==> src/rtl/lc3b_types.sv <==
// lc3b_types: shared LC-3b front-end types and sizing constants.
//
// Contents:
//   IQ_DEPTH           default instruction-queue depth. Fetch and decode
//                      both size against this constant so they agree.
//   lc3b_iqueue_entry  one fetched instruction as handed from fetch to decode:
//                        pc          address of the instruction
//                        instruction raw 16-bit instruction word
//                        prediction  branch predicted taken by fetch
package lc3b_types;

    localparam int IQ_DEPTH = 8;

    typedef struct packed {
        logic [15:0] pc;
        logic [15:0] instruction;
        logic        prediction;
    } lc3b_iqueue_entry;

endpackage

==> src/rtl/instruction_queue.sv <==
// instruction_queue: circular FIFO between fetch and decode/issue.
//
// Absorbs fetch bursts and holds the head entry stable while decode stalls.
// The whole queue is discarded on flush (mispredict / ROB recovery).
//
// Parameters:
//   DEPTH     number of entries (power of two, >= 2)
//   PTR_W     head/tail pointer width, derived from DEPTH
//
// Ports:
//   clk       system clock, all state updates on the rising edge
//   rst_n     synchronous active-low reset
//   flush     discard all entries; same-cycle push/pop are ignored
//   push      fetch presents a valid entry on data_in
//   data_in   entry from fetch
//   full      no free slot (push only allowed with a same-cycle pop)
//   pop       decode consumed the head entry
//   data_out  head entry, meaningful only while valid=1
//   valid     queue holds at least one entry
//   count     current occupancy, 0..DEPTH
//
// Build option:
//   IQ_BYPASS_EN  when defined, a push into an empty queue is presented on
//                 data_out/valid in the same cycle; if decode pops it in that
//                 cycle it is never written. When undefined there is no
//                 combinational path from push/data_in to data_out/valid.
module instruction_queue
    import lc3b_types::*;
#(
    parameter int  DEPTH = IQ_DEPTH,
    localparam int PTR_W = $clog2(DEPTH)
) (
    input  logic             clk,
    input  logic             rst_n,
    input  logic             flush,
    input  logic             push,
    input  lc3b_iqueue_entry data_in,
    output logic             full,
    input  logic             pop,
    output lc3b_iqueue_entry data_out,
    output logic             valid,
    output logic [PTR_W:0]   count
);

    localparam logic [PTR_W:0] DEPTH_CNT = DEPTH[PTR_W:0];

    lc3b_iqueue_entry storage [DEPTH];

    logic [PTR_W-1:0] head_reg;
    logic [PTR_W-1:0] tail_reg;
    logic [PTR_W:0]   occ_reg;

    logic empty;
    logic push_ok;
    logic pop_ok;
    logic bypass_take;  // entry passed straight through, never stored
    logic wr_en;
    logic rd_adv;

    // ------------------------------------------------------------------
    // Status and head outputs
    // ------------------------------------------------------------------
    always_comb begin
        empty = (occ_reg == '0);
        full  = (occ_reg == DEPTH_CNT);
        count = occ_reg;
`ifdef IQ_BYPASS_EN
        valid    = !empty || push;
        data_out = (empty && push) ? data_in : storage[head_reg];
`else
        valid    = !empty;
        data_out = storage[head_reg];
`endif
    end

    // ------------------------------------------------------------------
    // Accept rules
    // ------------------------------------------------------------------
    always_comb begin
        pop_ok  = pop && valid;
        push_ok = push && (!full || pop_ok);
`ifdef IQ_BYPASS_EN
        // Empty queue, pushed and popped together: the entry goes straight
        // to decode, so neither pointer moves and nothing is written.
        bypass_take = empty && push && pop;
`else
        bypass_take = 1'b0;
`endif
        wr_en  = rst_n && !flush && push_ok && !bypass_take;
        rd_adv = rst_n && !flush && pop_ok  && !bypass_take;
    end

    // ------------------------------------------------------------------
    // Pointers and occupancy. Pointers are PTR_W bits wide, so they wrap
    // from DEPTH-1 to 0 on their own.
    // ------------------------------------------------------------------
    always_ff @(posedge clk) begin
        if (!rst_n) begin
            head_reg <= '0;
            tail_reg <= '0;
            occ_reg  <= '0;
        end else if (flush) begin
            head_reg <= '0;
            tail_reg <= '0;
            occ_reg  <= '0;
        end else begin
            if (wr_en) begin
                tail_reg <= tail_reg + 1'b1;
            end
            if (rd_adv) begin
                head_reg <= head_reg + 1'b1;
            end
            case ({wr_en, rd_adv})
                2'b10:   occ_reg <= occ_reg + 1'b1;
                2'b01:   occ_reg <= occ_reg - 1'b1;
                default: occ_reg <= occ_reg;
            endcase
        end
    end

    // Storage has no reset so it maps onto distributed/block RAM.
    always_ff @(posedge clk) begin
        if (wr_en) begin
            storage[tail_reg] <= data_in;
        end
    end

endmodule
==> config.mk <==
export PLATFORM = sky130hd
export DESIGN_NAME = instruction_queue
export DESIGN_NICKNAME = d
export VERILOG_FILES = /design/src/rtl/lc3b_types.sv /design/src/rtl/instruction_queue.sv
export SDC_FILE = /design/constraint.sdc
export NUM_CORES = 1
export LEC_CHECK = 0
export CAP_MARGIN = 20
export CORE_UTILIZATION = 55
export DETAILED_ROUTE_END_ITERATION = 16
export GPL_TIMING_DRIVEN = 0
export PLACE_DENSITY_LB_ADDON = 0.3
export REMOVE_ABC_BUFFERS = 1
export SLEW_MARGIN = 40
export SYNTH_ARGS = -nofsm -noshare
export SYNTH_HDL_FRONTEND = slang
export SYNTH_SLANG_ARGS = --single-unit
==> constraint.sdc <==
create_clock -name clk -period 10.1 [get_ports clk]
set_clock_uncertainty 0.1 [all_clocks]
set_input_delay 2.02 -clock clk [delete_from_list [all_inputs] [get_ports clk]]
set_output_delay 2.02 -clock clk [all_outputs]
set_load 0.01 [all_outputs]
# [Word level (Yosys, flattened, before mapping)]
# Memories as Yosys holds them, arrays and structs flattened. A register that Yosys moved wholly into a read port is not among the register bits.
# Index checks and enable logic that the tools add are counted.
[classes] n_addsub=4 n_mul=0 n_div=0 magnitude_cmp=0 n_eq_ne=3 shifts=0 muxes=5 bitwise_logic=1 reduce_logical=12
[op_table] operator="$pmux 4 s2" n=1
[op_table] operator="$add 3x1->3 const B" n=2
[op_table] operator="$mux 3" n=2
[op_table] operator="$logic_and 1x1->1" n=5
[op_table] operator="$add 4x1->4 const B" n=1
[op_table] operator="$eq 4x4->1 const B" n=1
[op_table] operator="$logic_not 4->1" n=1
[op_table] operator="$sub 4x1->4 const B" n=1
[op_table] operator="$logic_not 1->1" n=3
[op_table] operator="$eq 2x1->1 const B" n=1
[op_table] operator="$eq 2x2->1 const B" n=1
[op_table] operator="$mux 1" n=2
[op_table] operator="$reduce_bool 2->1" n=1
[op_table] operator="$reduce_or 2->1" n=1
[op_table] operator="$logic_or 1x1->1" n=1
[op_table] operator="$not 1->1" n=1
[word_totals] ff_bits=10 latch_bits=0 ramBits=264 romBits=0 in_bits=38 output_inout_bits=39 word_cells=29 mem_count=1
[memory_table] name="storage" words=8 width=33 rd=1 rd_ports_with_merged_regs=1 wr=1 line_no="instruction_queue.sv:47" source="lc3b_iqueue_entry storage [DEPTH];"

# [Depth between registers and ports, before layout]
# Gate-level depths: netlist of run 1.
[logic_depth] ltp_word=8 ltp_mapped=11 mapped_depth_nobuf=10

# [Worst setup path before layout of run 1]
# No wires, ideal clock.
[synth_path] path_type="input to register" startpoint="in flush" endpoint="mem storage[0][0] (netlist name), enable pin" setup_ns=0.506 arrival_time_ns=5.735 t_required_ns=9.494 slack_ns=3.760 stages=4 path_buffers=1 path_cell_list="nand2b_1 > or2_2 > buf_6 > nor4_1"
[synth_via] elab_chain_len=5
[synth_rtl] element="from (decl)" line_no="instruction_queue.sv:35" source="input logic flush,"
[synth_rtl] element="$logic_not 1->1" line_no="instruction_queue.sv:89" source="wr_en = rst_n && !flush && push_ok && !bypass_take;"
[synth_rtl] element="$logic_and 1x1->1 (2 in a row)" line_no="instruction_queue.sv:89"
[synth_rtl] element="$mux 1" line_no="instruction_queue.sv:123" source="if (wr_en) begin"
[synth_rtl] element="$mux 1 (not written as such)" line_no="instruction_queue.sv:124" source="storage[tail_reg] <= data_in;"
[synth_rtl] element="to (decl)" line_no="instruction_queue.sv:47"
# No other way between the ends.

==> summary.md, run 1 <==
| Metric | Value |
|---|---|
| Grt ovf | `0` |
| Min-delay worst type | `register to register` |
| Sequential share of power | `56.0%` |
| Synthesis warning total | `0` |
| Ratio of cells with drive above 1 in the final layout | `30.9%` |
| Via density | `5.95` |
| Worst hold slack | `0.389 ns` |
| Root buffer cell | `clkbuf_16` |
| Post-Synth Simple-Gate Area | `1.88%` |
| RSZ-0062 raised after global routing | `no` |
| Fin Setup TNS | `0 ns` |
| Slew @ Worst Pin | `0.826 ns` |
| Post-synth EDFFs | `264` |
| CTS tree | `done` |
| Synth area leader | `edfxtp_1` |
| Total wire length | `19600 microns` |
| # diodes | `0` |
| Synth Area in Adders | `0.590%` |
| Post-CTS Repair Setup Buffers | `0` |
| Crit path DAT | `3.08 ns` |
| R2R Path End | `count[2]` |
| R2R cell count | `10` |
| Minimum clock period after layout | `5.20 ns` |
| DRC violation total after the first TritonRoute iteration | `353` |
| Post-Syn Area | `10600 sq um` |
| Synthesized area per cell | `23.0 sq um` |
| Synth Flop Type | `edfxtp_1` |
| Core Util, Final | `68.3%` |
| Dpl cells | `793` |
| Clock transition at the registers of the reported paths | `0.06 ns` |
| Post-synth top cells | `edfxtp_1 (264), mux4_2 (63), mux2_2 (33)` |
| Sequential cell area | `8200 sq um` |
| Fin cells | `842` |
| Num CTS Buffers | `27` |
| LEAKAGE | `4.07 nW` |
| Total GRT Usage | `20.7%` |
| Filler cells | `1186` |
| Logic pwr share | `2.6%` |
| Slew Viols, Final | `0` |
| Startpoint Class | `register` |
| Final WS setup | `4.90 ns` |
| Post-Layout Inst Area | `12800 sq um` |
| R2r setup slk | `7.20 ns` |
| Worst vdd ir | `0.000120 V` |
| Slew Limit Headroom | `44.9%` |
| Most frequent cell after synthesis | `edfxtp_1` |
| Routed len/inst | `23.3 microns` |
| Final Power | `2.26 mW` |
| Antenna violations before repair | `0` |
| Max_cap viols | `0` |
| First-pass GRT wire length | `30300 microns` |
| Internal power | `1.84 mW` |
| Power Density | `176 nW/um^2` |
| NumNets Final | `631` |
| Sink Count | `277` |
| Final hold violations | `0` |
| Hold path start | `head_reg[1]` |
| Layout area overhead | `20.9%` |
| Clock network latency to the later pin of the worst-skew pair | `0.52 ns` |
| Max clock buf depth | `3` |
| Setup violators final | `0` |
| H-tree level count | `1` |
| Max Fanout on Critical Path | `26` |
| PortBufs | `76` |
| Largest net degree at the start of global routing | `36` |
| Die area | `19800 sq um` |
| Clock power frac | `41.4%` |
| Placed instance area | `12000 sq um` |
| Tcrit/Tclk final | `51.5%` |
| ANT nets after route | `0` |
| CP Data Required Time | `7.98 ns` |
| Max reg flops | `264` |
| Xor/xnor share of the synthesized area | `0.496%` |
| Hold buffers post-CTS | `0` |
| Starting Density | `56.5%` |
| Distinct cells, synth | `35` |
| Multi-input gate area | `2320 sq um` |
| Largest register by flop count | `storage` |
| Residual DRC | `0` |
| Gpl congestion | `0.714` |
| Die W | `141 microns` |
| Die height | `141 microns` |
| R2r startpoint | `count[1]` |
| Critical Path Sink Type | `output port` |
| Area of the core | `18800 sq um` |
| Outcome | `finished clean` |
| Iteration count of the initial detailed-routing pass | `5` |
| Post-cts sizing count | `0` |
| Top post-synthesis cells by area | `edfxtp_1 (75%), mux4_2 (13%), mux2_2 (3.5%), dfxtp_1 (2.5%), mux4_1 (0.74%)` |
| Hold path cells | `2` |
| Row count | `50` |
| NetSw | `0.420 mW` |
| CP Class | `register to output port` |
| Switching share of power | `18.6%` |
| Pre-CTS WS | `5.18 ns` |
| Vias in the first global route | `5291` |
| Fmax | `192 MHz` |
| Largest family of logic cells by synthesized area | `multiplexers` |
| Sequential area share after synthesis | `77.3%` |
| Dpl hpwl | `13100 microns` |
| Vias | `5007` |
| Post-synthesis compound-gate area fraction | `0.756%` |
| Yosys top cell area share | `74.8%` |
| Flops & latches, synth | `277` |
| Post-synthesis async set-or-reset flop share | `0%` |
| IO Count | `77` |
| Syn Inst Count | `460` |
| Multiplexer share of the synthesized area | `17.7%` |
[worst max path at each step]
stage | start | end | slack (ns) | cells after the start
3_3_place_gp | flush | storage[0][15] | -0.07 | 4
4_1_cts | register | data_out[0] | 4.80 | 5
2_1_floorplan | flush | storage[0][0] | 3.66 | 3
3_5_place_dp | flush | storage[6][15] | 5.18 | 7
6_report | register | data_out[0] | 4.90 | 5
5_1_grt | register | data_out[0] | 4.68 | 5
[cell type report]
cell class,count,share of cell area [%]
clock buffer,39,5.62
timing repair buffer,120,9.19
clock inverter,10,0.781
inverter,1,0.0293
sequential,277,64.0
multi-input combinational,161,18.1
tap,234,2.28
[cell usage in the layout (no fill, tap or decap), types with 3 or more instances in the layout]
cell type        synthesis  final
edfxtp_1               264    264
clkdlybuf4s50_1          0     76
mux4_2                  63     63
mux2_2                  33     33
clkbuf_16                0     27
buf_2                    7     18
buf_4                    0     15
clkbuf_1                 7     12
dfxtp_1                 13     10
nor2_1                  11      8
xor2_1                   6      6
nand2_1                  5      5
nand3_1                  5      5
ha_1                     5      5
nand2b_1                 4      4
nor3_2                   0      4
clkinv_2                 0      4
buf_8                    0      4
mux4_1                   3      3
nor2_4                   0      3
a21oi_1                  3      3
dfxtp_4                  0      3
clkinv_1                 0      3
buf_16                   0      3
buf_12                   0      3
[power by group through the flow]
stage	logic [mW]	registers [mW]	clock network, mW
global placement	0.0530	1.29	0
detailed placement	0.0590	1.29	0
CTS	0.0593	1.26	0.952
floorplan	0.0172	1.29	0
global route	0.0630	1.26	0.998
finish	0.0586	1.26	0.934
[logic make-up after synthesis]
| group | count (synthesis) |
|---|---|
| AND/OR/NAND/NOR | 38 |
| AO/OA/AOI/OAI | 12 |
| flip-flops | 277 |
| adder cells (fa/ha/maj) | 5 |
| buffers and inverters | 22 |
| multiplexers | 100 |
| XOR/XNOR | 6 |
[worst max-delay path, cell delays in order, from the launching register on]
cell and delay [ns]:
dfxtp_4 0.64, buf_12 0.28, buf_12 0.26, mux4_1 0.58, mux2_2 0.29, clkdlybuf4s50_1 0.48
[metal layers]
metal	track usage, %	vias to the layer above	wire [microns]
li1	-	2208	-
met1	26.7	2624	7870
met2	36.7	144	10300
met3	3.19	31	1030
met4	6.12	0	385
met5	0	-	0
Power figures use the tool's default switching activity.
==> inputs of run 2 (changes only) <==
==> constraint.sdc (replaced) <==
create_clock -name clk -period 4.85 [get_ports clk]
set_clock_uncertainty 0.1 [all_clocks]
set_input_delay 0.97 -clock clk [delete_from_list [all_inputs] [get_ports clk]]
set_output_delay 0.97 -clock clk [all_outputs]
set_load 0.01 [all_outputs]
==> results of run 2 <==
The final DEF is identical to that of run 1. Status: finished clean.
Main changes from that run: setup slack after placement 5.18 ns -> 0.976 ns; setup slack after layout 4.90 ns -> 0.698 ns; register-to-register setup slack 7.20 ns -> 1.95 ns; total power 2.26 mW -> 4.70 mW; worst IR drop on VDD 0.000120 V -> 0.000250 V
==> RTL edit 1: new RTL, config.mk and constraints of run 2 <==
`IQ_DEPTH`: 8 -> 32.
--- a/src/rtl/lc3b_types.sv
+++ b/src/rtl/lc3b_types.sv
@@ -11,3 +11,3 @@
 
-    localparam int IQ_DEPTH = 8;
+    localparam int IQ_DEPTH = 32;
 
Ports: changed (resized count); port bits go from 77 to 79. No check against the original RTL was run, so the function may have changed too.
==> RTL edit 1 against run 2 <==
Final cell count grew to 4.0 times the old value. Largest cell class unchanged. Routed wire length grew to 5.1 times the old value. Synthesized area grew to 3.9 times the old value. Total power grew to 3.9 times the old value. Largest power group unchanged. Register-to-register slack lost 0.66 ns. Critical endpoint is now data_out[12]. Design area grew to 3.8 times the old value. Die area grew to 3.9 times the old value. Sequential cell count grew 800. Worst setup slack lost 0.59 ns.
==> RTL edit 1: results <==
<?xml version="1.0" encoding="UTF-8"?>
<metrics>
  <group name="setup_path">
    <metric name="crit_reg_reg_startpoint" unit="">count[0]</metric>
    <metric name="cp_max_fo" unit="">43</metric>
    <metric name="critical-path-slowest-cell" unit="">sky130_fd_sc_hd__or4_1</metric>
    <metric name="setup.worst_path.end" unit="">data_out[12]</metric>
    <metric name="reg2reg_to" unit="">count[4]</metric>
    <metric name="crit_arrival" unit="ns">3.67</metric>
  </group>
  <group name="global_routing">
    <metric name="track_usage" unit="">0.259</metric>
    <metric name="first_global_vias" unit="">22200</metric>
  </group>
  <group name="placement">
    <metric name="dpl-instance-area" unit="sq um">45700</metric>
    <metric name="gp_routability_congestion" unit="">0.742</metric>
    <metric name="cell_count_post_placement" unit="">3155</metric>
    <metric name="detailedPlace.worstSlack" unit="ns">0.343</metric>
  </group>
  <group name="logic_synthesis">
    <metric name="synth_edf_count" unit="">1056</metric>
    <metric name="synthTopCellsByCount" unit="">sky130_fd_sc_hd__edfxtp_1, sky130_fd_sc_hd__mux2_2, sky130_fd_sc_hd__mux4_2</metric>
    <metric name="synth.lib_cells_used.distinct" unit="">48</metric>
    <metric name="synthesis.instances" unit="">2113</metric>
  </group>
  <group name="cts">
    <metric name="cts_buffers" unit="">105</metric>
    <metric name="htreeDepth" unit="">3</metric>
    <metric name="clock_insertion_delay_worst_skew" unit="ns">0.68</metric>
  </group>
  <group name="power">
    <metric name="vdd_ir_drop_max" unit="V">0.000302</metric>
  </group>
  <group name="layout">
    <metric name="final_layout_size_suffix_gt1_frac" unit="">0.274</metric>
    <metric name="num-nets-final" unit="">2346</metric>
  </group>
  <group name="sta">
    <metric name="worstMarginPinSlew" unit="ns">0.790</metric>
  </group>
  <group name="detailed_routing">
    <metric name="routedWlPerCell" unit="um">29.6</metric>
  </group>
  <group name="status">
    <metric name="run_status" unit="">finished, final reports clean</metric>
  </group>
</metrics>
## RTL edit 1: changes by cell type after synthesis, sizes merged, moves of 66 or more
cell | before | now
o21ai | 4 | 72
edfxtp | 264 | 1056
a211oi | 0 | 66
a22o | 0 | 66
nor2b | 1 | 70
o22ai | 0 | 67
clkbuf | 7 | 86
mux2 | 33 | 198
mux4 | 66 | 132
## RTL edit 1: logic make-up after synthesis
group	count (synthesis)	share of synthesized area
XOR/XNOR	7	0.00147
AND/OR/NAND/NOR	267	0.0357
flip-flops	1077	0.772
AO/OA/AOI/OAI	289	0.0481
adder cells (fa/ha/maj)	8	0.00241
multiplexers	335	0.126
buffers and inverters	130	0.0138
## RTL edit 1: layout make-up
type                    instances  area [sq um]
flip-flops and latches       1077         32100
fillers                      4568         25600
multi-input cells             906          9230
repair buffers                206          3120
clock buffers                 124          2780
well taps                     969          1210
clock inverters                71           598
inverters                       4          15.0
## RTL edit 1: worst min-delay path by stage
stage	from	slack (ns)	to	cells past startpoint
finish	head_reg[3]	0.43	flip-flop	2
global route	head_reg[3]	0.46	flip-flop	2
CTS	head_reg[3]	0.42	flip-flop	2
detailed placement	head_reg[3]	0.40	flip-flop	2
global placement	head_reg[3]	0.41	head_reg[3]	2
floorplan	head_reg[3]	0.38	flip-flop	2
## RTL edit 1: what timing repair did
item,CTS,global route
endpoints found under the setup margin,21,7
hold buffers,0,0
setup buffers,3,0
cloned,1,3
gates resized for setup,2,2
## RTL edit 1: routing by layer
layer / GRT usage / vias up
met3: 0.0391 / 219
met4: 0.0999 / 0
met2: 0.408 / 1179
met1: 0.369 / 11400
met5: 0 / -
li1: - / 9114
## RTL edit 1: where the power goes
group / total (mW) / internal, mW / switching [mW]
combinational: 0.241 / 0.0648 / 0.177
clock: 7.95 / 4.52 / 3.43
sequential: 10.2 / 10.2 / 0.00427
==> RTL edit 2: new RTL, config.mk and constraints of run 2 <==
Without the edit above. Register the output `count`, with the module's reset; this adds one clock of latency there. The other outputs are not delayed to match.
--- a/src/rtl/instruction_queue.sv
+++ b/src/rtl/instruction_queue.sv
@@ -46,2 +46,4 @@
 
+    logic [PTR_W:0] count_d;
+
     lc3b_iqueue_entry storage [DEPTH];
@@ -65,3 +67,3 @@
         full  = (occ_reg == DEPTH_CNT);
-        count = occ_reg;
+        count_d = occ_reg;
 `ifdef IQ_BYPASS_EN
@@ -127,2 +129,10 @@
 
+    always_ff @(posedge clk) begin
+        if (!rst_n) begin
+            count <= '0;
+        end else begin
+            count <= count_d;
+        end
+    end
+
 endmodule
Function: changed (Yosys sat finds a counterexample within 4 cycles, from zero or initial values and one cycle with rst_n low).
==> RTL edit 2 against run 2 <==
Routed wire length rose by 2.2%. Count of clock-buffer cells in the layout fell by 11. Sequential power rose by 2%. Critical endpoint is now data_out[23]. Synthesized area rose by 1.3%. Final cell count is 2.9% higher. Sequential cell count grew 4. Worst setup slack improved by 0.075 ns. Utilization is 0.81 points higher. Largest cell class unchanged. Total power grew 3.9%. Design area grew 1.9%. Clock power is 7% higher. Global-route usage barely moved.
==> RTL edit 2: results <==
<?xml version="1.0" encoding="UTF-8"?>
<metrics>
  <group name="status">
    <metric name="run_status" unit="">finished, final reports clean</metric>
  </group>
  <group name="layout">
    <metric name="fin_cells" unit="">866</metric>
    <metric name="num-nets-final" unit="">628</metric>
  </group>
  <group name="logic_synthesis">
    <metric name="post_synth_main_area_contributors" unit="">sky130_fd_sc_hd__edfxtp_1, sky130_fd_sc_hd__mux4_2, sky130_fd_sc_hd__mux2_2, sky130_fd_sc_hd__dfxtp_1, sky130_fd_sc_hd__buf_6</metric>
    <metric name="synth_area_in_adders" unit="">0.00583</metric>
    <metric name="post_synthesis_compound_gate_area_fraction" unit="">0.00804</metric>
    <metric name="multiplexer_area_fraction_after_synthesis" unit="">0.174</metric>
    <metric name="synth.lib_cells_used.distinct" unit="">37</metric>
    <metric name="synthesis.instances" unit="">470</metric>
    <metric name="ys_seq_area_frac" unit="">0.770</metric>
  </group>
  <group name="power">
    <metric name="p_leak" unit="nW">4.09</metric>
    <metric name="vdd_ir_drop_max" unit="V">0.000294</metric>
  </group>
  <group name="setup_path">
    <metric name="reg2reg_to" unit="">count_d[2]</metric>
    <metric name="critical-path-slowest-cell" unit="">sky130_fd_sc_hd__dfxtp_4</metric>
    <metric name="crit_reg_reg_startpoint" unit="">count_d[1]</metric>
    <metric name="cpPeakStageDelay" unit="ns">0.58</metric>
    <metric name="crit_arrival" unit="ns">3.01</metric>
    <metric name="reg2reg_setup_slack" unit="ns">1.63</metric>
  </group>
  <group name="placement">
    <metric name="dpl-instance-area" unit="sq um">12200</metric>
    <metric name="detailedPlace.worstSlack" unit="ns">0.641</metric>
    <metric name="detailed_place_hpwl" unit="mm">12.6</metric>
    <metric name="gp_routability_congestion" unit="">0.732</metric>
  </group>
  <group name="detailed_routing">
    <metric name="routedWlPerCell" unit="um">23.1</metric>
    <metric name="dr_wl_met2" unit="mm">10.2</metric>
    <metric name="wirelength_met1" unit="mm">8.40</metric>
    <metric name="drc_violation_total_after_the_first_tritonroute_iteration" unit="">391</metric>
    <metric name="detailedRoute.firstPassIterationCount" unit="">4</metric>
  </group>
  <group name="global_routing">
    <metric name="grt_antenna_before_repair" unit="">1</metric>
    <metric name="groute.layer.met1.usage" unit="">0.278</metric>
    <metric name="grt_start_max_net_pins" unit="">38</metric>
    <metric name="gr-usage-met2" unit="">0.354</metric>
    <metric name="track_usage" unit="">0.207</metric>
    <metric name="grt_pass1_wl" unit="mm">30.3</metric>
    <metric name="grt.met3_usage" unit="">0.0351</metric>
    <metric name="first_global_vias" unit="">5274</metric>
  </group>
  <group name="sta">
    <metric name="worst_slew_margin_rel" unit="">0.576</metric>
    <metric name="holdWs" unit="ns">0.396</metric>
    <metric name="finalCritPeriodShare" unit="">0.841</metric>
  </group>
</metrics>
RTL edit 2: cell types whose count changed in the layout (fill, tap and decap cells not counted), moves of 3 or more:
cell,delta
sky130_fd_sc_hd__nor3_2,-3
sky130_fd_sc_hd__buf_2,-15
sky130_fd_sc_hd__and2_1,+4
sky130_fd_sc_hd__clkbuf_1,-11
sky130_fd_sc_hd__nor3_4,+3
sky130_fd_sc_hd__buf_4,-6
sky130_fd_sc_hd__buf_6,+6
sky130_fd_sc_hd__dfxtp_1,+4
sky130_fd_sc_hd__clkinv_1,+4
sky130_fd_sc_hd__mux4_1,-3
sky130_fd_sc_hd__mux4_2,+3
RTL edit 2: worst register-to-register path, stage by stage, from the launching register on:
cell and delay (ns):
sky130_fd_sc_hd__dfxtp_1 0.40, sky130_fd_sc_hd__or4b_4 0.59, sky130_fd_sc_hd__o21ai_4 0.20, sky130_fd_sc_hd__or2_1 0.45, sky130_fd_sc_hd__ha_1 0.34, sky130_fd_sc_hd__xor2_1 0.20, sky130_fd_sc_hd__ha_1 0.18, sky130_fd_sc_hd__a21oi_1 0.06
sky130_fd_sc_hd__xor2_1 0.17, sky130_fd_sc_hd__or3_1 0.31, sky130_fd_sc_hd__a21oi_1 0.15
RTL edit 2: cell type report:
| class | instances | area (sq um) |
|---|---|---|
| Clock buffer | 28 | 679 |
| Sequential cell | 281 | 8280 |
| Timing Repair Buffer | 107 | 1160 |
| Antenna cell | 1 | 2.50 |
| Clock inverter | 21 | 216 |
| Multi-Input combinational cell | 165 | 2380 |
| Fill cell | 1157 | 5840 |
| Tap cell | 260 | 325 |
| Inverter | 3 | 11.3 |
RTL edit 2: power by group:
part | switching, mW | internal, mW
registers | 0.00562 | 2.66
logic | 0.0602 | 0.0646
clock network | 0.859 | 1.23
total | 0.925 | 3.96
